===== src/rtl/bus_matrix_pkg.sv =====
// Shared AXI response codes, error-slave FSM state types and the helper that
// maps a routing fault to its AXI response.
package bus_matrix_pkg;

  localparam logic [1:0] AXI_RESP_OKAY   = 2'b00;
  localparam logic [1:0] AXI_RESP_EXOKAY = 2'b01;
  localparam logic [1:0] AXI_RESP_SLVERR = 2'b10;
  localparam logic [1:0] AXI_RESP_DECERR = 2'b11;

  typedef enum logic [1:0] {
    W_IDLE = 2'd0,
    W_DATA = 2'd1,
    W_RESP = 2'd2
  } wr_state_e;

  typedef enum logic {
    R_IDLE = 1'b0,
    R_DATA = 1'b1
  } rd_state_e;

  // A security violation is reported as SLVERR, anything else unroutable as DECERR.
  function automatic logic [1:0] err_resp(input logic sec_err);
    return sec_err ? AXI_RESP_SLVERR : AXI_RESP_DECERR;
  endfunction

endpackage


===== src/rtl/bus_matrix_sat_cnt.sv =====
// Saturating up-counter that advances by 0, 1 or 2 per cycle and sticks at
// all-ones. WIDTH must be at least 2 so that an increment of 2 fits.
module bus_matrix_sat_cnt
  import bus_matrix_pkg::*;
#(
  parameter int WIDTH = 16
) (
  input  logic             clk_i,
  input  logic             rst_i,
  input  logic [1:0]       inc_i,
  output logic [WIDTH-1:0] cnt_o
);

  logic [WIDTH-1:0] cnt_q;
  logic [WIDTH-1:0] cnt_d;
  logic [WIDTH:0]   sum;

  // Add with one guard bit; a carry into the guard bit means saturate.
  always_comb begin
    sum   = {1'b0, cnt_q} + {{(WIDTH-1){1'b0}}, inc_i};
    cnt_d = sum[WIDTH] ? {WIDTH{1'b1}} : sum[WIDTH-1:0];
  end

  // Counter register, cleared by reset.
  always_ff @(posedge clk_i) begin
    if (rst_i) begin
      cnt_q <= '0;
    end else begin
      cnt_q <= cnt_d;
    end
  end

  assign cnt_o = cnt_q;

endmodule


===== src/rtl/bus_matrix_error_slave.sv =====
// Default slave of the bus matrix: swallows every unroutable AXI4 transaction
// and answers with DECERR (unmapped) or SLVERR (security violation), keeping
// saturating counts of both error kinds.
//
// Write FSM
//   state  | meaning
//   W_IDLE | awready high, waiting for an errored write address
//   W_DATA | wready high, draining data beats until wlast
//   W_RESP | bvalid high with captured id/resp until bready
// Read FSM
//   state  | meaning
//   R_IDLE | arready high, waiting for an errored read address
//   R_DATA | rvalid high, returning zero beats until the rlast handshake
module bus_matrix_error_slave
  import bus_matrix_pkg::*;
#(
  parameter int ID_WIDTH   = 4,
  parameter int DATA_WIDTH = 32,
  parameter int CNT_WIDTH  = 16
) (
  input  logic                  clk_i,
  input  logic                  rst_i,
  input  logic [ID_WIDTH-1:0]   s_awid,
  input  logic [7:0]            s_awlen,
  input  logic                  s_awvalid,
  input  logic                  s_aw_sec_err_i,
  output logic                  s_awready,
  input  logic                  s_wlast,
  input  logic                  s_wvalid,
  output logic                  s_wready,
  output logic [ID_WIDTH-1:0]   s_bid,
  output logic [1:0]            s_bresp,
  output logic                  s_bvalid,
  input  logic                  s_bready,
  input  logic [ID_WIDTH-1:0]   s_arid,
  input  logic [7:0]            s_arlen,
  input  logic                  s_arvalid,
  input  logic                  s_ar_sec_err_i,
  output logic                  s_arready,
  output logic [ID_WIDTH-1:0]   s_rid,
  output logic [DATA_WIDTH-1:0] s_rdata,
  output logic [1:0]            s_rresp,
  output logic                  s_rlast,
  output logic                  s_rvalid,
  input  logic                  s_rready,
  output logic [CNT_WIDTH-1:0]  dec_err_cnt_o,
  output logic [CNT_WIDTH-1:0]  sec_err_cnt_o
);

  // The write burst length is not needed: wlast alone ends the data phase.
  logic unused_awlen;
  assign unused_awlen = ^s_awlen;

  wr_state_e           wr_state_q, wr_state_d;
  logic [ID_WIDTH-1:0] bid_q;
  logic [1:0]          bresp_q;

  rd_state_e           rd_state_q, rd_state_d;
  logic [ID_WIDTH-1:0] rid_q;
  logic [1:0]          rresp_q;
  logic [7:0]          rlen_q;
  logic [7:0]          beat_q, beat_d;

  logic aw_hs, w_hs, b_hs, ar_hs, r_hs, r_last_beat;

  // Readys and valids come straight from state, never from the opposing valid.
  assign s_awready = (wr_state_q == W_IDLE);
  assign s_wready  = (wr_state_q == W_DATA);
  assign s_bvalid  = (wr_state_q == W_RESP);
  assign s_bid     = bid_q;
  assign s_bresp   = bresp_q;

  assign s_arready = (rd_state_q == R_IDLE);
  assign s_rvalid  = (rd_state_q == R_DATA);
  assign s_rid     = rid_q;
  assign s_rresp   = rresp_q;
  assign s_rdata   = '0;

  assign r_last_beat = (beat_q == rlen_q);
  assign s_rlast     = s_rvalid & r_last_beat;

  assign aw_hs = s_awvalid & s_awready;
  assign w_hs  = s_wvalid  & s_wready;
  assign b_hs  = s_bvalid  & s_bready;
  assign ar_hs = s_arvalid & s_arready;
  assign r_hs  = s_rvalid  & s_rready;

  // Write sequencing: address, data until wlast, then a single response.
  always_comb begin
    wr_state_d = wr_state_q;
    case (wr_state_q)
      W_IDLE:  if (aw_hs)           wr_state_d = W_DATA;
      W_DATA:  if (w_hs && s_wlast) wr_state_d = W_RESP;
      W_RESP:  if (b_hs)            wr_state_d = W_IDLE;
      default:                      wr_state_d = W_IDLE;
    endcase
  end

  // Write state and the id/resp captured with the address.
  always_ff @(posedge clk_i) begin
    if (rst_i) begin
      wr_state_q <= W_IDLE;
      bid_q      <= '0;
      bresp_q    <= AXI_RESP_OKAY;
    end else begin
      wr_state_q <= wr_state_d;
      if (aw_hs) begin
        bid_q   <= s_awid;
        bresp_q <= err_resp(s_aw_sec_err_i);
      end
    end
  end

  // Read sequencing: arlen+1 beats, leaving after the rlast handshake.
  always_comb begin
    rd_state_d = rd_state_q;
    beat_d     = beat_q;
    case (rd_state_q)
      R_IDLE: begin
        if (ar_hs) begin
          rd_state_d = R_DATA;
          beat_d     = '0;
        end
      end
      R_DATA: begin
        if (r_hs) begin
          if (r_last_beat) rd_state_d = R_IDLE;
          else             beat_d     = beat_q + 8'd1;
        end
      end
      default: rd_state_d = R_IDLE;
    endcase
  end

  // Read state, beat counter and the id/len/resp captured with the address.
  always_ff @(posedge clk_i) begin
    if (rst_i) begin
      rd_state_q <= R_IDLE;
      beat_q     <= '0;
      rid_q      <= '0;
      rresp_q    <= AXI_RESP_OKAY;
      rlen_q     <= '0;
    end else begin
      rd_state_q <= rd_state_d;
      beat_q     <= beat_d;
      if (ar_hs) begin
        rid_q   <= s_arid;
        rresp_q <= err_resp(s_ar_sec_err_i);
        rlen_q  <= s_arlen;
      end
    end
  end

  logic [1:0] dec_inc, sec_inc;

  // Each accepted address adds one to the counter of its error kind.
  always_comb begin
    dec_inc = {1'b0, aw_hs & ~s_aw_sec_err_i} + {1'b0, ar_hs & ~s_ar_sec_err_i};
    sec_inc = {1'b0, aw_hs &  s_aw_sec_err_i} + {1'b0, ar_hs &  s_ar_sec_err_i};
  end

  bus_matrix_sat_cnt #(.WIDTH(CNT_WIDTH)) u_dec_cnt (
    .clk_i (clk_i),
    .rst_i (rst_i),
    .inc_i (dec_inc),
    .cnt_o (dec_err_cnt_o)
  );

  bus_matrix_sat_cnt #(.WIDTH(CNT_WIDTH)) u_sec_cnt (
    .clk_i (clk_i),
    .rst_i (rst_i),
    .inc_i (sec_inc),
    .cnt_o (sec_err_cnt_o)
  );

endmodule


===== config.mk =====
export PLATFORM = sky130hd
export DESIGN_NAME = bus_matrix_error_slave
export DESIGN_NICKNAME = d
export VERILOG_FILES = /design/src/rtl/bus_matrix_pkg.sv /design/src/rtl/bus_matrix_sat_cnt.sv /design/src/rtl/bus_matrix_error_slave.sv
export SDC_FILE = /design/constraint.sdc
export NUM_CORES = 1
export LEC_CHECK = 0
export ABC_CLOCK_PERIOD_IN_PS = 3500
export CAP_MARGIN = 20
export CORE_UTILIZATION = 44
export CTS_CLUSTER_SIZE = 25
export DETAILED_ROUTE_END_ITERATION = 8
export PLACE_DENSITY = 0.85
export RECOVER_POWER = 50
export SLEW_MARGIN = 5
export SYNTH_ARGS = -nofsm -noshare
export SYNTH_HDL_FRONTEND = slang
export SYNTH_SLANG_ARGS = --single-unit

===== constraint.sdc =====
create_clock -name clk_i -period 3.5 [get_ports clk_i]
set_input_delay 0.525 -clock clk_i [delete_from_list [all_inputs] [get_ports clk_i]]
set_output_delay 0.525 -clock clk_i [all_outputs]
set_load 0.05 [all_outputs]

---- Word level (Yosys, flattened, before mapping) ----
Cells that the tools add are included.
cells by class
  reduce and logical (&&, ||, !) cells .... 4
  equal/unequal tests ..................... 9
  mux-type cells .......................... 16
  bitwise logic cells ..................... 13
  add/sub/neg operators ................... 5
operators by type and width
  operator                                                                 count
  16-bit by 2-bit adder with 17-bit output                                 2
  16-bit two-way mux                                                       2
  8-bit two-way mux                                                        3
  8-bit one-hot mux with 2 select lines                                    1
  1-bit bitwise AND                                                        10
  2-bit by 1-bit inequality test with 1-bit output, second input constant  5
  8-bit by 1-bit adder with 8-bit output, second input constant            1
  8-bit == test                                                            1
  2-bit two-way mux                                                        3
  2-bit one-hot mux with 3 select lines                                    1
  3-bit AND reduction                                                      2
  1-bit two-way mux                                                        5
  1-bit by 1-bit adder with 2-bit output                                   2
  1-bit NOT                                                                3
  2-bit by 1-bit == test with 1-bit output, second input constant          1
  2-bit == test, second input constant                                     1
  2-bit zero test                                                          1
  2-bit inequality test, second input constant                             1
  1-bit one-hot mux with 2 select lines                                    1
  1-bit logical AND                                                        1
word-level totals
  input port bits ......................... 34
  flip-flop bits (word level) ............. 63
  logic and storage cells ................. 57

---- Logic depth before layout (Yosys ltp) ----
  depth after elaboration ................. 6
  gate-level depth with buffers ........... 11
  depth with buffers taken out ............ 9

---- Cells and area by module ----
A second synthesis with hierarchy kept.
unflattened totals
  cells, all modules ...................... 371
  area total of the unflattened synthesis .. 3,384.5 um^2
by module, submodules not included
  module                  sequential area each (um^2)  times used  area each (um^2)  cells each
  bus_matrix_sat_cnt      320.3                        2           888.4             85
  bus_matrix_error_slave  620.6                        1           1,607.8           201

---- Worst setup path before layout ----
OpenSTA, ideal clock, no wires.
  path kind ............................... register to register
  start point ............................. register rd_state_q, in the netlist s_rvalid
  end point ............................... register u_dec_cnt.cnt_q[10], in the netlist u_dec_cnt.cnt_o[10]
  stages on the path, launching flop included .. 12
  path slack .............................. 0.268 ns
  library setup time ...................... 0.133 ns
  data arrival time ....................... 3.099 ns
  period minus slack after synthesis ...... 3.232 ns
  required time ........................... 3.367 ns
  cell sequence ........................... dfxtp_1 inv_1 nand2_1 buf_1 nor2_1 fa_1 ha_1 nand4_1 nor3_1 nand3_1 clkbuf_1 a21oi_1
on the way
  cells in the longest elaborated chain, start to end .. 6
ends and longest elaborated chain
  item                                      line                           text
  from (decl)                               bus_matrix_error_slave.sv:58   rd_state_e rd_state_q, rd_state_d;
  from (signal assigned)                    bus_matrix_error_slave.sv:144  rd_state_q <= rd_state_d;
  1-bit NOT                                 n/a
  net s_arready                             bus_matrix_error_slave.sv:39   output logic s_arready,
  1-bit bitwise AND                         bus_matrix_error_slave.sv:85   assign ar_hs = s_arvalid & s_arready;
  1-bit bitwise AND                         bus_matrix_error_slave.sv:158  dec_inc = {1'b0, aw_hs & ~s_aw_sec_err_i} + {1'b0, ar_hs & ~s_ar_sec_err_i};
  1-bit by 1-bit adder with 2-bit output    bus_matrix_error_slave.sv:158
  16-bit by 2-bit adder with 17-bit output  bus_matrix_sat_cnt.sv:20       sum = {1'b0, cnt_q} + {{(WIDTH-1){1'b0}}, inc_i};
  16-bit two-way mux                        bus_matrix_sat_cnt.sv:21       cnt_d = sum[WIDTH] ? {WIDTH{1'b1}} : sum[WIDTH-1:0];
  to (signal assigned)                      bus_matrix_sat_cnt.sv:29       cnt_q <= cnt_d;
  to (decl)                                 bus_matrix_sat_cnt.sv:14       logic [WIDTH-1:0] cnt_q;
The timed path passes the listed nets, and every way through them passes these cells.
A chain may end at the register's enable or synchronous reset.

---- Worst setup path after layout ----
  start point ............................. register beat_q[4]
  end point ............................... output port s_rlast
on the way
  cells in the longest elaborated chain, start to end .. 2
ends and longest elaborated chain
  item                    line                           text
  from (decl)             bus_matrix_error_slave.sv:62   logic [7:0] beat_q, beat_d;
  from (signal assigned)  bus_matrix_error_slave.sv:145  beat_q <= beat_d;
  8-bit == test           bus_matrix_error_slave.sv:79   assign r_last_beat = (beat_q == rlen_q);
  1-bit bitwise AND       bus_matrix_error_slave.sv:80   assign s_rlast = s_rvalid & r_last_beat;
  to (decl)               bus_matrix_error_slave.sv:43   output logic s_rlast,
Every way passes these cells.

==> summary.txt <==
STATUS
----------------------------------------------------------------------------------------
Outcome                                                                     finished with violations
Violations in the final reports                                             max-capacitance violations, max-slew violations

STA
----------------------------------------------------------------------------------------
Worst relative slew slack                                                         -0.434
Max frequency                                                                    356 MHz
RSZ-0062 raised after global routing                                               false
Final hold viol count                                                                  0
Final-report setup violation count                                                     0
Portion of the clock cycle consumed by the worst path in the final layout          0.802
Slew at the pin closest to its max-slew limit                                    2.15 ns
Hold slack final                                                                0.449 ns
Clock skew after layout                                                       0.00417 ns
Post-layout minimum cycle time                                                   2.81 ns
Total negative slack                                                                0 ns
Pins Over Slew Limit                                                                  53

CRITICAL PATH
----------------------------------------------------------------------------------------
Slack of the worst reg-to-reg path                                               0.84 ns
Critical-path top delay cell                                                sky130_fd_sc_hd__clkdlybuf4s50_1
Type of the worst setup path                                                register to output pin
Crit-path cells                                                             xor2_1, nor4_2, buf_4, and3_2, clkdlybuf4s50_1
Type of element capturing the critical path                                   output pin
Maximum fanout encountered on the critical timing path                                 9
R2r startpoint                                                              wr_state_q[1]
Count of cells along the worst register-to-register path                              10
Kind of start point of the critical path                                        register
Kind of cell with the highest combined delay on the critical path           buffers and inverters
WP data required                                                                 2.97 ns
Arrival time at the worst endpoint                                               2.28 ns
Largest stage delay on the critical path                                         0.79 ns
Critical R2R Capture                                                        u_dec_cnt.cnt_o[3]
Crit path buffers/inverters                                                            2

ROUTING
----------------------------------------------------------------------------------------
Detailed Route Iter0 Violations                                                      109
DR pass1 iterations                                                                    6
Post-route DRC                                                                         0
Via count normalized by instance count                                              5.02
Average routed wire per standard cell                                            12.4 um
Count of vias placed by the detailed router                                         2745
Number of antenna-violating nets in the routed design                                  0
Routed WL                                                                        6.80 mm

PWR
----------------------------------------------------------------------------------------
Clock network fraction of design power                                             0.322
Highest ir drop seen on vdd                                                       204 uV
Cell internal power dissipation                                                  1090 uW
Share of power burned in combinational logic                                       0.203
Leakage Power                                                                 0.00158 uW
Relative contribution of sequential cells to total power                           0.475
Net switching component of the power                                              508 uW
Proportion of total power due to net switching                                     0.317
Power density over cell area                                                 404 nW/um^2

FLOORPLAN
----------------------------------------------------------------------------------------
Die span in x                                                                    85.7 um
Die Outline Area                                                              7350 sq um
Initial cell density of the core                                                   0.454
Standard-cell rows                                                                    30
Area inside the core boundary                                                 6790 sq um
Vert. Die Dim                                                                    85.7 um
Top Ports                                                                            116

FINISH
----------------------------------------------------------------------------------------
Ratio of cells with drive above 1 in the final layout                             0.0621
Area Overhead vs Synth                                                             28.5%
Final-layout fill cell count                                                         646
Antenna diode count                                                                    0
Nets                                                                                 485

CLOCKING
----------------------------------------------------------------------------------------
Deepest clock path buffer count                                                        2
Number of clock buffers inserted by TritonCTS                                          9
Worst-path clk slew                                                              0.06 ns
Setup fix buffers added after clock tree synthesis                                     0
Root cell of the clock tree                                                 sky130_fd_sc_hd__clkbuf_8
TritonCTS clock tree                                                                 yes
Clock insertion delay at the later pin of the skew report                        0.33 ns
Cts repair resizes                                                                     0
Number of hold-repair buffers added at the cts stage                                   0
H-tree lvl count                                                                       3
TritonCTS sink count                                                                  63

WORST HOLD PATH
----------------------------------------------------------------------------------------
Cells on Worst Hold Path                                                               2
End point of the worst hold path                                                s_rid[2]
Kind of path behind the tightest hold check                                 register to register
Worst hold path startpoint                                                      s_rid[2]

SYNTHESIS
----------------------------------------------------------------------------------------
Asr flop ratio synth                                                                   0
Count of flip-flops with a built-in enable after synthesis                             0
Synthesis Warnings                                                                     0
Flip-flop cell with the highest count after synthesis                       sky130_fd_sc_hd__dfxtp_1
Average instance area after synthesis                                         8.36 sq um
Synthesized cell area                                                         3090 sq um
Dominant cells by area after synthesis                                      sky130_fd_sc_hd__dfxtp_1, sky130_fd_sc_hd__buf_4, sky130_fd_sc_hd__a21oi_1
Syn Inst Count                                                                       369
Dominant cell type by area after synthesis                                  sky130_fd_sc_hd__dfxtp_1
Yosys reg bits                                                                        63
Sequential-to-total area share from yosys stat                                     0.409
Distinct cell type count of the synthesized netlist                                   39
Share of Yosys cell area claimed by the top area cell type                         0.409

GLOBAL ROUTING
----------------------------------------------------------------------------------------
Initial antenna violation count                                                        0
Vias in the first global route                                                      2512
Wire length of the first global-routing pass                                     10.9 mm
Pin count of the biggest net entering global routing                                  53
Total congestion overflow after global routing                                         0
Global-route usage over all layers                                                 0.187

PLACED DESIGN
----------------------------------------------------------------------------------------
Gpl congestion                                                                     0.824
Half-perimeter wire length of the detailed placement result                      4.86 mm
PortBufs                                                                              75

FLOW RUN
----------------------------------------------------------------------------------------
Max-cap violations                                                                     1

cell usage in the layout, fill, tap and decap left out, types with 9 or more instances in the layout:
master	Yosys	final
sky130_fd_sc_hd__nand3_1	13	13
sky130_fd_sc_hd__nor2_1	25	25
sky130_fd_sc_hd__a21oi_1	47	47
sky130_fd_sc_hd__xor2_1	16	16
sky130_fd_sc_hd__inv_1	11	11
sky130_fd_sc_hd__nor3_1	10	10
sky130_fd_sc_hd__xnor2_1	10	10
sky130_fd_sc_hd__conb_1	1	32
sky130_fd_sc_hd__dfxtp_1	63	63
sky130_fd_sc_hd__clkdlybuf4s50_1	0	49
sky130_fd_sc_hd__clkbuf_8	0	9
sky130_fd_sc_hd__nand2_1	52	52
sky130_fd_sc_hd__dlygate4sd3_1	0	25
flip-flops by register name (all words and copies together) (netlist names), 4 cells and up:
name and flops:
rlen_q 8, u_dec_cnt.cnt_o 16, s_rid 4, beat_q 8
u_sec_cnt.cnt_o 16, s_bid 4
stage by stage:
stage                     setup WS [ns]  utilization  area (sq um)  power [uW]  instances
after global placement            0.469        0.562          3820        1100        531
after floorplan                   0.268            -          3200        1030        400
after detailed placement          0.393        0.562          3820        1110        531
final                             0.693        0.584          3970        1600        547
after CTS                         0.677        0.585          3970        1620        547
after global routing              0.491        0.584          3970        1680        547
layout make-up:
type	count	area [sq um]	share of cell area
Sequential cell	63	1260	0.318
Clock inverter	1	5.00	0.00126
Timing Repair Buffer	81	786	0.198
Tap cell	96	120	0.0303
Inverter	11	41.3	0.0104
Multi-Input combinational cell	280	1610	0.405
Clock buffer	15	146	0.0369
cell usage after synthesis, types with 3 or more instances:
library cell               number
sky130_fd_sc_hd__a211oi_1       3
sky130_fd_sc_hd__a21oi_1       47
sky130_fd_sc_hd__a31oi_1        4
sky130_fd_sc_hd__and3_1         6
sky130_fd_sc_hd__and4_1         5
sky130_fd_sc_hd__buf_1          3
sky130_fd_sc_hd__buf_4         32
sky130_fd_sc_hd__clkbuf_1      11
sky130_fd_sc_hd__dfxtp_1       63
sky130_fd_sc_hd__ha_1           3
sky130_fd_sc_hd__inv_1         11
sky130_fd_sc_hd__mux2_2         7
sky130_fd_sc_hd__nand2_1       52
sky130_fd_sc_hd__nand3_1       13
sky130_fd_sc_hd__nand4_1        8
sky130_fd_sc_hd__nor2_1        25
sky130_fd_sc_hd__nor2b_1        4
sky130_fd_sc_hd__nor3_1        10
sky130_fd_sc_hd__nor3b_1        7
sky130_fd_sc_hd__nor4_1         4
sky130_fd_sc_hd__xnor2_1       10
sky130_fd_sc_hd__xor2_1        16
routing by layer:
layer,routed length [um],up-vias,GRT usage,share of wire
li1,-,1358,-,-
met1,2910,1279,0.205,0.43
met2,3360,100,0.343,0.49
met3,476,8,0.0626,0.070
met4,60,0,0.0576,0.0088
met5,0,-,0,0
cells by family after synthesis:
kind of cell             synth area share
buffers and inverters               0.108
XOR/XNOR                           0.0738
other                             0.00122
adder cells (fa/ha/maj)            0.0251
AND/OR/NAND/NOR                     0.237
AO/OA/AOI/OAI                       0.114
flip-flops                          0.409
multiplexers                       0.0320
how the worst max path moves through the flow:
stage          startpoint                  end  cells past startpoint
4_1_cts         beat_q[4]              s_rlast                      5
3_3_place_gp    s_awvalid   u_dec_cnt.cnt_o[0]                     10
2_1_floorplan    s_rvalid  u_dec_cnt.cnt_o[10]                     11
5_1_grt             rst_i           s_bresp[0]                      3
3_5_place_dp    s_awvalid   u_dec_cnt.cnt_o[1]                     10
6_report        beat_q[4]              s_rlast                      5
power by group through the flow:
stage | clock [uW] | sequential (uW) | combinational, uW
2_1_floorplan | 0 | 834 | 200
3_3_place_gp | 0 | 776 | 325
3_5_place_dp | 0 | 777 | 330
4_1_cts | 532 | 761 | 331
5_1_grt | 568 | 764 | 348
6_report | 516 | 761 | 325
tightest hold or removal path: stages (launching register included):
cell and delay (ns):
sky130_fd_sc_hd__dfxtp_1 0.30, sky130_fd_sc_hd__nand2_1 0.05, sky130_fd_sc_hd__a21oi_1 0.05
Power figures use the tool's default switching activity.
==> RTL change 1, RTL diff (config.mk and constraints unchanged) <==
Change the parameter `CNT_WIDTH` from 16 to 12.
--- a/src/rtl/bus_matrix_error_slave.sv
+++ b/src/rtl/bus_matrix_error_slave.sv
@@ -17,5 +17,5 @@
   parameter int ID_WIDTH   = 4,
   parameter int DATA_WIDTH = 32,
-  parameter int CNT_WIDTH  = 16
+  parameter int CNT_WIDTH  = 12
 ) (
   input  logic                  clk_i,
Ports: changed (resized dec_err_cnt_o and sec_err_cnt_o); port bits go from 116 to 108. No check against the original RTL was run, so the function may have changed too.
==> RTL change 1 against the unedited design <==
First-iteration DRC count shrank 1.8%. Die area shrank 9.9%. Largest cell class unchanged. Sequential cell count shrank 8. Final area shrank 13%. Non-clock buffer count shrank 11. Global-route usage shrank 1.5 points. Routed wire length shrank 19%. Area after synthesis shrank 10%. Sequential share of layout area is essentially flat. The run still ends with max-capacitance violations, max-slew violations left. Worst setup slack lost 0.15 ns. Total power shrank 15%. Worst hold slack gained 0.0064 ns. Register-to-register slack gained 0.09 ns.
==> RTL change 1: results (changes against the unedited design) <==
status: finished with violations (unchanged)
failing checks: max-capacitance violations, max-slew violations (unchanged)
Hold Slack: 0.455 ns (was 0.449 ns)
Worst EP arrival: 2.43 ns (was 2.28 ns)
max_cap viols: 1 (unchanged)
clock skew: 0.00706 ns (was 0.00417 ns)
Async S/R FF share, synth: 0 (unchanged)
wl on met1: 2.42 mm (was 2.91 mm)
Slew @ Worst Pin: 1.80 ns (was 2.15 ns)
Synth area leaders: dfxtp_1 40%, buf_4 8.7%, a21oi_1 6.0% (was dfxtp_1 41%, buf_4 7.8%, a21oi_1 7.6%)
largest net degree at the start of global routing: 40 (was 53)
Peak VDD IR: 0.261 mV (was 0.204 mV)
top cell type's share of synthesized area: 0.397 (was 0.409)
total negative slack: 0 ns (unchanged)
Detailed Route WL: 5.49 mm (was 6.80 mm)
Final Hold Vio Count: 0 (unchanged)
origin of the worst min-delay path: s_bid[1] (was s_rid[2])
H-tree levels: 2 (was 3)
Hold Path Class: register to register (unchanged)
share of cells above drive strength 1: 0.0567 (was 0.0621)
sequential share of the synthesized area: 0.397 (was 0.409)
worst r2r src: wr_state_q[0] (was wr_state_q[1])
Worst-path clk slew: 0.09 ns (was 0.06 ns)
first-pass GRT wire length: 8.92 mm (was 10.9 mm)
gr usage total: 0.173 (was 0.187)
FF-to-FF setup slack: 0.93 ns (was 0.84 ns)
leakage power: 0.00138 uW (was 0.00158 uW)
reg2reg end: u_dec_cnt.cnt_o[6] (was u_dec_cnt.cnt_o[3])
CP startpoint: beat_q[3] (was beat_q[4])
HPWL after detailed placement: 4.07 mm (was 4.86 mm)
reg2reg path depth: 8 (was 10)
Num CTS Buffers: 5 (was 9)
Max clock buf depth: 2 (unchanged)
WL met2: 2.56 mm (was 3.36 mm)
WHS Endpoint: s_bid[1] (was s_rid[2])
vias in the first global route: 2048 (was 2512)
Commonest cells post-synth: 55 x dfxtp_1, 42 x nand2_1, 33 x a21oi_1 (was 63 x dfxtp_1, 52 x nand2_1, 47 x a21oi_1)
Buffers on Ports: 67 (was 75)
fin nets: 426 (was 485)
drt first pass iters: 4 (was 6)
gpl congestion: 0.806 (was 0.824)
yosys warns: 0 (unchanged)
Skew-Pair Late Insertion Delay: 0.30 ns (was 0.33 ns)
routed length on met3: 412 um (was 476 um)
library cells used by synthesis: 40 (was 39)
max-slew violations: 40 (was 53)
DR iter-0 viols: 107 (was 109)
Vias/cell: 4.99 (was 5.02)
Primary FF master, synth: dfxtp_1 (unchanged)
RTL change 1: worst max-delay path by stage:
stage	endpoint	slack [ns]
2_1_floorplan	u_dec_cnt.cnt_o[3]	0.49
3_3_place_gp	u_dec_cnt.cnt_o[1]	0.51
3_5_place_dp	u_dec_cnt.cnt_o[1]	0.48
4_1_cts	s_rlast	0.55
5_1_grt	s_rlast	0.40
6_report	s_rlast	0.54
RTL change 1: cell families after synthesis:
family,after synthesis,synth area share
mux,10,0.0393
buf+inv,55,0.121
compound gates,50,0.110
simple gates,128,0.237
flops,55,0.397
xor+xnor,21,0.0664
other cells,1,0.00135
fa+ha+maj,5,0.0280
RTL change 1: final cells by class:
type	instances	area, um^2
well taps	75	93.8
multi-input cells	246	1450
repair buffers	70	683
flip-flops and latches	55	1100
inverters	9	33.8
fillers	538	2530
clock buffers	8	100
RTL change 1: through the flow:
stage | area, um^2 | instances | util | setup slack (ns)
final | 3460 | 463 | 0.578 | 0.544
after global routing | 3460 | 463 | 0.578 | 0.397
after CTS | 3470 | 463 | 0.579 | 0.548
after detailed placement | 3370 | 455 | 0.562 | 0.480
after global placement | 3370 | 455 | 0.562 | 0.507
after floorplan | 2890 | 356 | - | 0.489
RTL change 1: worst min-delay path: stages, from the launching register on:
cell,delay (ns)
dfxtp_1,0.31
nand2_1,0.05
a21oi_1,0.05
RTL change 1: metal layers:
metal	up-vias	GRT usage
li1	1162	-
met1	1062	0.207
met2	75	0.287
met3	10	0.0517
met4	0	0.0679
met5	-	0
RTL change 1: where the power goes:
part | internal [uW] | leakage [uW] | total (uW) | switching, uW
sequential | 650 | 0.000448 | 668 | 18.0
clock | 181 | 0.0000515 | 373 | 192
combinational | 91.6 | 0.000877 | 324 | 233
total | 923 | 0.00138 | 1370 | 443
==> RTL change 2, RTL diff (config.mk and constraints unchanged) <==
Made on the original files. Re-encode `wr_state_e` (3 states) as one-hot, 3 bits wide.
--- a/src/rtl/bus_matrix_pkg.sv
+++ b/src/rtl/bus_matrix_pkg.sv
@@ -8,8 +8,8 @@
   localparam logic [1:0] AXI_RESP_DECERR = 2'b11;
 
-  typedef enum logic [1:0] {
-    W_IDLE = 2'd0,
-    W_DATA = 2'd1,
-    W_RESP = 2'd2
+  typedef enum logic [2:0] {
+    W_IDLE = 3'b001,
+    W_DATA = 3'b010,
+    W_RESP = 3'b100
   } wr_state_e;
 
Behaviour: no difference found for any inputs over 10 cycles, from zero or initial values and one cycle with rst_i high; not proved beyond that.
==> RTL change 2 against the unedited design <==
The flow still finishes with violations (max-capacitance violations, max-slew violations). Total power grew 3.1%. Sequential power grew 2%. Die area grew 3.8%. Global-route usage grew 1.0 points. Clock skew grew 0.0041 ns. First-iteration DRC count grew 24%. Final area grew 3.0%. Routed wire length grew 6.2%. Area after synthesis grew 3.9%. Combinational power grew 2%. Worst setup slack lost 0.21 ns. Sequential cell count grew 1. Largest cell class unchanged. Highest routed layer unchanged.
==> RTL change 2: results (changes against the unedited design) <==
clock skew: 0.00826 ns (was 0.00417 ns)
largest net degree at the start of global routing: 39 (was 53)
CTS root buffer: clkbuf_8 (unchanged)
gr usage total: 0.198 (was 0.187)
top cell type's share of synthesized area: 0.400 (was 0.409)
vias in the first global route: 2501 (was 2512)
Async S/R FF share, synth: 0 (unchanged)
drt first pass iters: 4 (was 6)
fillcell total: 600 (was 646)
failing checks: max-capacitance violations, max-slew violations (unchanged)
Ant. Diodes: 0 (unchanged)
status: finished with violations (unchanged)
max_cap viols: 1 (unchanged)
Primary FF master, synth: dfxtp_1 (unchanged)
share of cells above drive strength 1: 0.0599 (was 0.0621)
Max-Slew Margin vs Limit: -0.119 (was -0.434)
gpl congestion: 0.817 (was 0.824)
Commonest cells post-synth: 64 x dfxtp_1, 44 x a21oi_1, 41 x nand2_1 (was 63 x dfxtp_1, 52 x nand2_1, 47 x a21oi_1)
Worst-path clk slew: 0.07 ns
family with the most delay on the worst path: buffers and inverters (unchanged)
Final Hold Vio Count: 0 (unchanged)
initial antenna violation count: 0 (unchanged)
fin nets: 485 (unchanged)
Peak VDD IR: 0.327 mV (was 0.204 mV)
Detailed Route WL: 7.23 mm (was 6.80 mm)
HPWL after detailed placement: 5.06 mm (was 4.86 mm)
CP peak stage delay: 0.80 ns
via count: 2816 (was 2745)
Cell Area, Placed: 3930 um^2 (was 3820 um^2)
leakage power: 0.00165 uW (was 0.00158 uW)
post-synthesis mux area share: 0.0402 (was 0.0320)
setup repair bufs after CTS: 0 (unchanged)
Max Fanout on Critical Path: 8 (was 9)
adder-cell share of the synthesized area: 0.0242 (was 0.0251)
max-slew violations: 39 (was 53)
library cells used by synthesis: 45 (was 39)
Num CTS Buffers: 9 (unchanged)
sequential share of the synthesized area: 0.400 (was 0.409)
Synth Area in XOR/XNOR: 0.0765 (was 0.0738)
Synth area leaders: dfxtp_1 40%, buf_4 7.5%, a21oi_1 6.9% (was dfxtp_1 41%, buf_4 7.8%, a21oi_1 7.6%)
Worst EP arrival: 2.49 ns (was 2.28 ns)
Max clock buf depth: 2 (unchanged)
cts repair resizes: 0 (unchanged)
H-tree levels: 3 (unchanged)
DR iter-0 viols: 135 (was 109)
first-pass GRT wire length: 11.6 mm (was 10.9 mm)
compound-cell area share of the yosys netlist: 0.111 (was 0.114)
[RTL change 2: cell count changes in the layout (fill, tap and decap cells not counted), moves of 4 or more]
cell and delta:
nor2_1 +4, and3_1 +4, mux2_1 +7, nand2_1 -11, nand3_1 +5, mux2_2 -7
nor3b_1 -6
[RTL change 2: cell type report]
class / count / area, um^2 / area share
Multi-Input combinational cell: 282 / 1710 / 0.420
Inverter: 10 / 37.5 / 0.00919
Clock buffer: 12 / 145 / 0.0355
Tap cell: 96 / 120 / 0.0294
Timing Repair Buffer: 79 / 767 / 0.188
Clock inverter: 4 / 20.0 / 0.00490
Sequential cell: 64 / 1280 / 0.314
[RTL change 2: worst register-to-register path, delay by kind of cell (launching register included)]
family / cells / cell delay [ns]
DFF: 1 / 0.38
and+or+nand+nor: 6 / 1.56
AOI/OAI and AO/OA: 1 / 0.29
adders and majority gates: 2 / 0.57
[RTL change 2: routing by layer]
| layer | GRT usage | up-vias | wire, um |
|---|---|---|---|
| li1 | - | 1376 | - |
| met1 | 0.242 | 1326 | 3280 |
| met2 | 0.323 | 103 | 3380 |
| met3 | 0.0474 | 11 | 462 |
| met4 | 0.101 | 0 | 106 |
| met5 | 0 | - | 0 |
[RTL change 2: cell families after synthesis]
| family | count (synthesis) |
|---|---|
| fa+ha+maj | 5 |
| flops | 64 |
| other cells | 1 |
| compound gates | 62 |
| simple gates | 143 |
| buf+inv | 55 |
| xor+xnor | 28 |
| mux | 12 |
[RTL change 2: worst paths after layout]
path | to | depth (start not counted) | slack [ns] | startpoint
hold reg to reg | s_rid[2] | 2 | 0.45 | s_rid[2]
setup / recovery | s_rlast | 5 | 0.48 | beat_q[5]
hold / removal | s_rid[2] | 2 | 0.45 | s_rid[2]
setup reg to reg | u_dec_cnt.cnt_o[2] | 9 | 0.62 | wr_state_q[0]
[RTL change 2: power breakdown]
part	switching, uW	internal, uW
logic	238	94.3
clock network	274	272
registers	20.4	754
total	532	1120
[RTL change 2: metrics by stage]
stage               total power [uW]  instances  setup slack, ns
finish                          1650        547            0.484
floorplan                       1060        401            0.375
CTS                             1670        547            0.466
detailed placement              1130        531            0.328
global route                    1720        547            0.201
global placement                1120        531            0.386
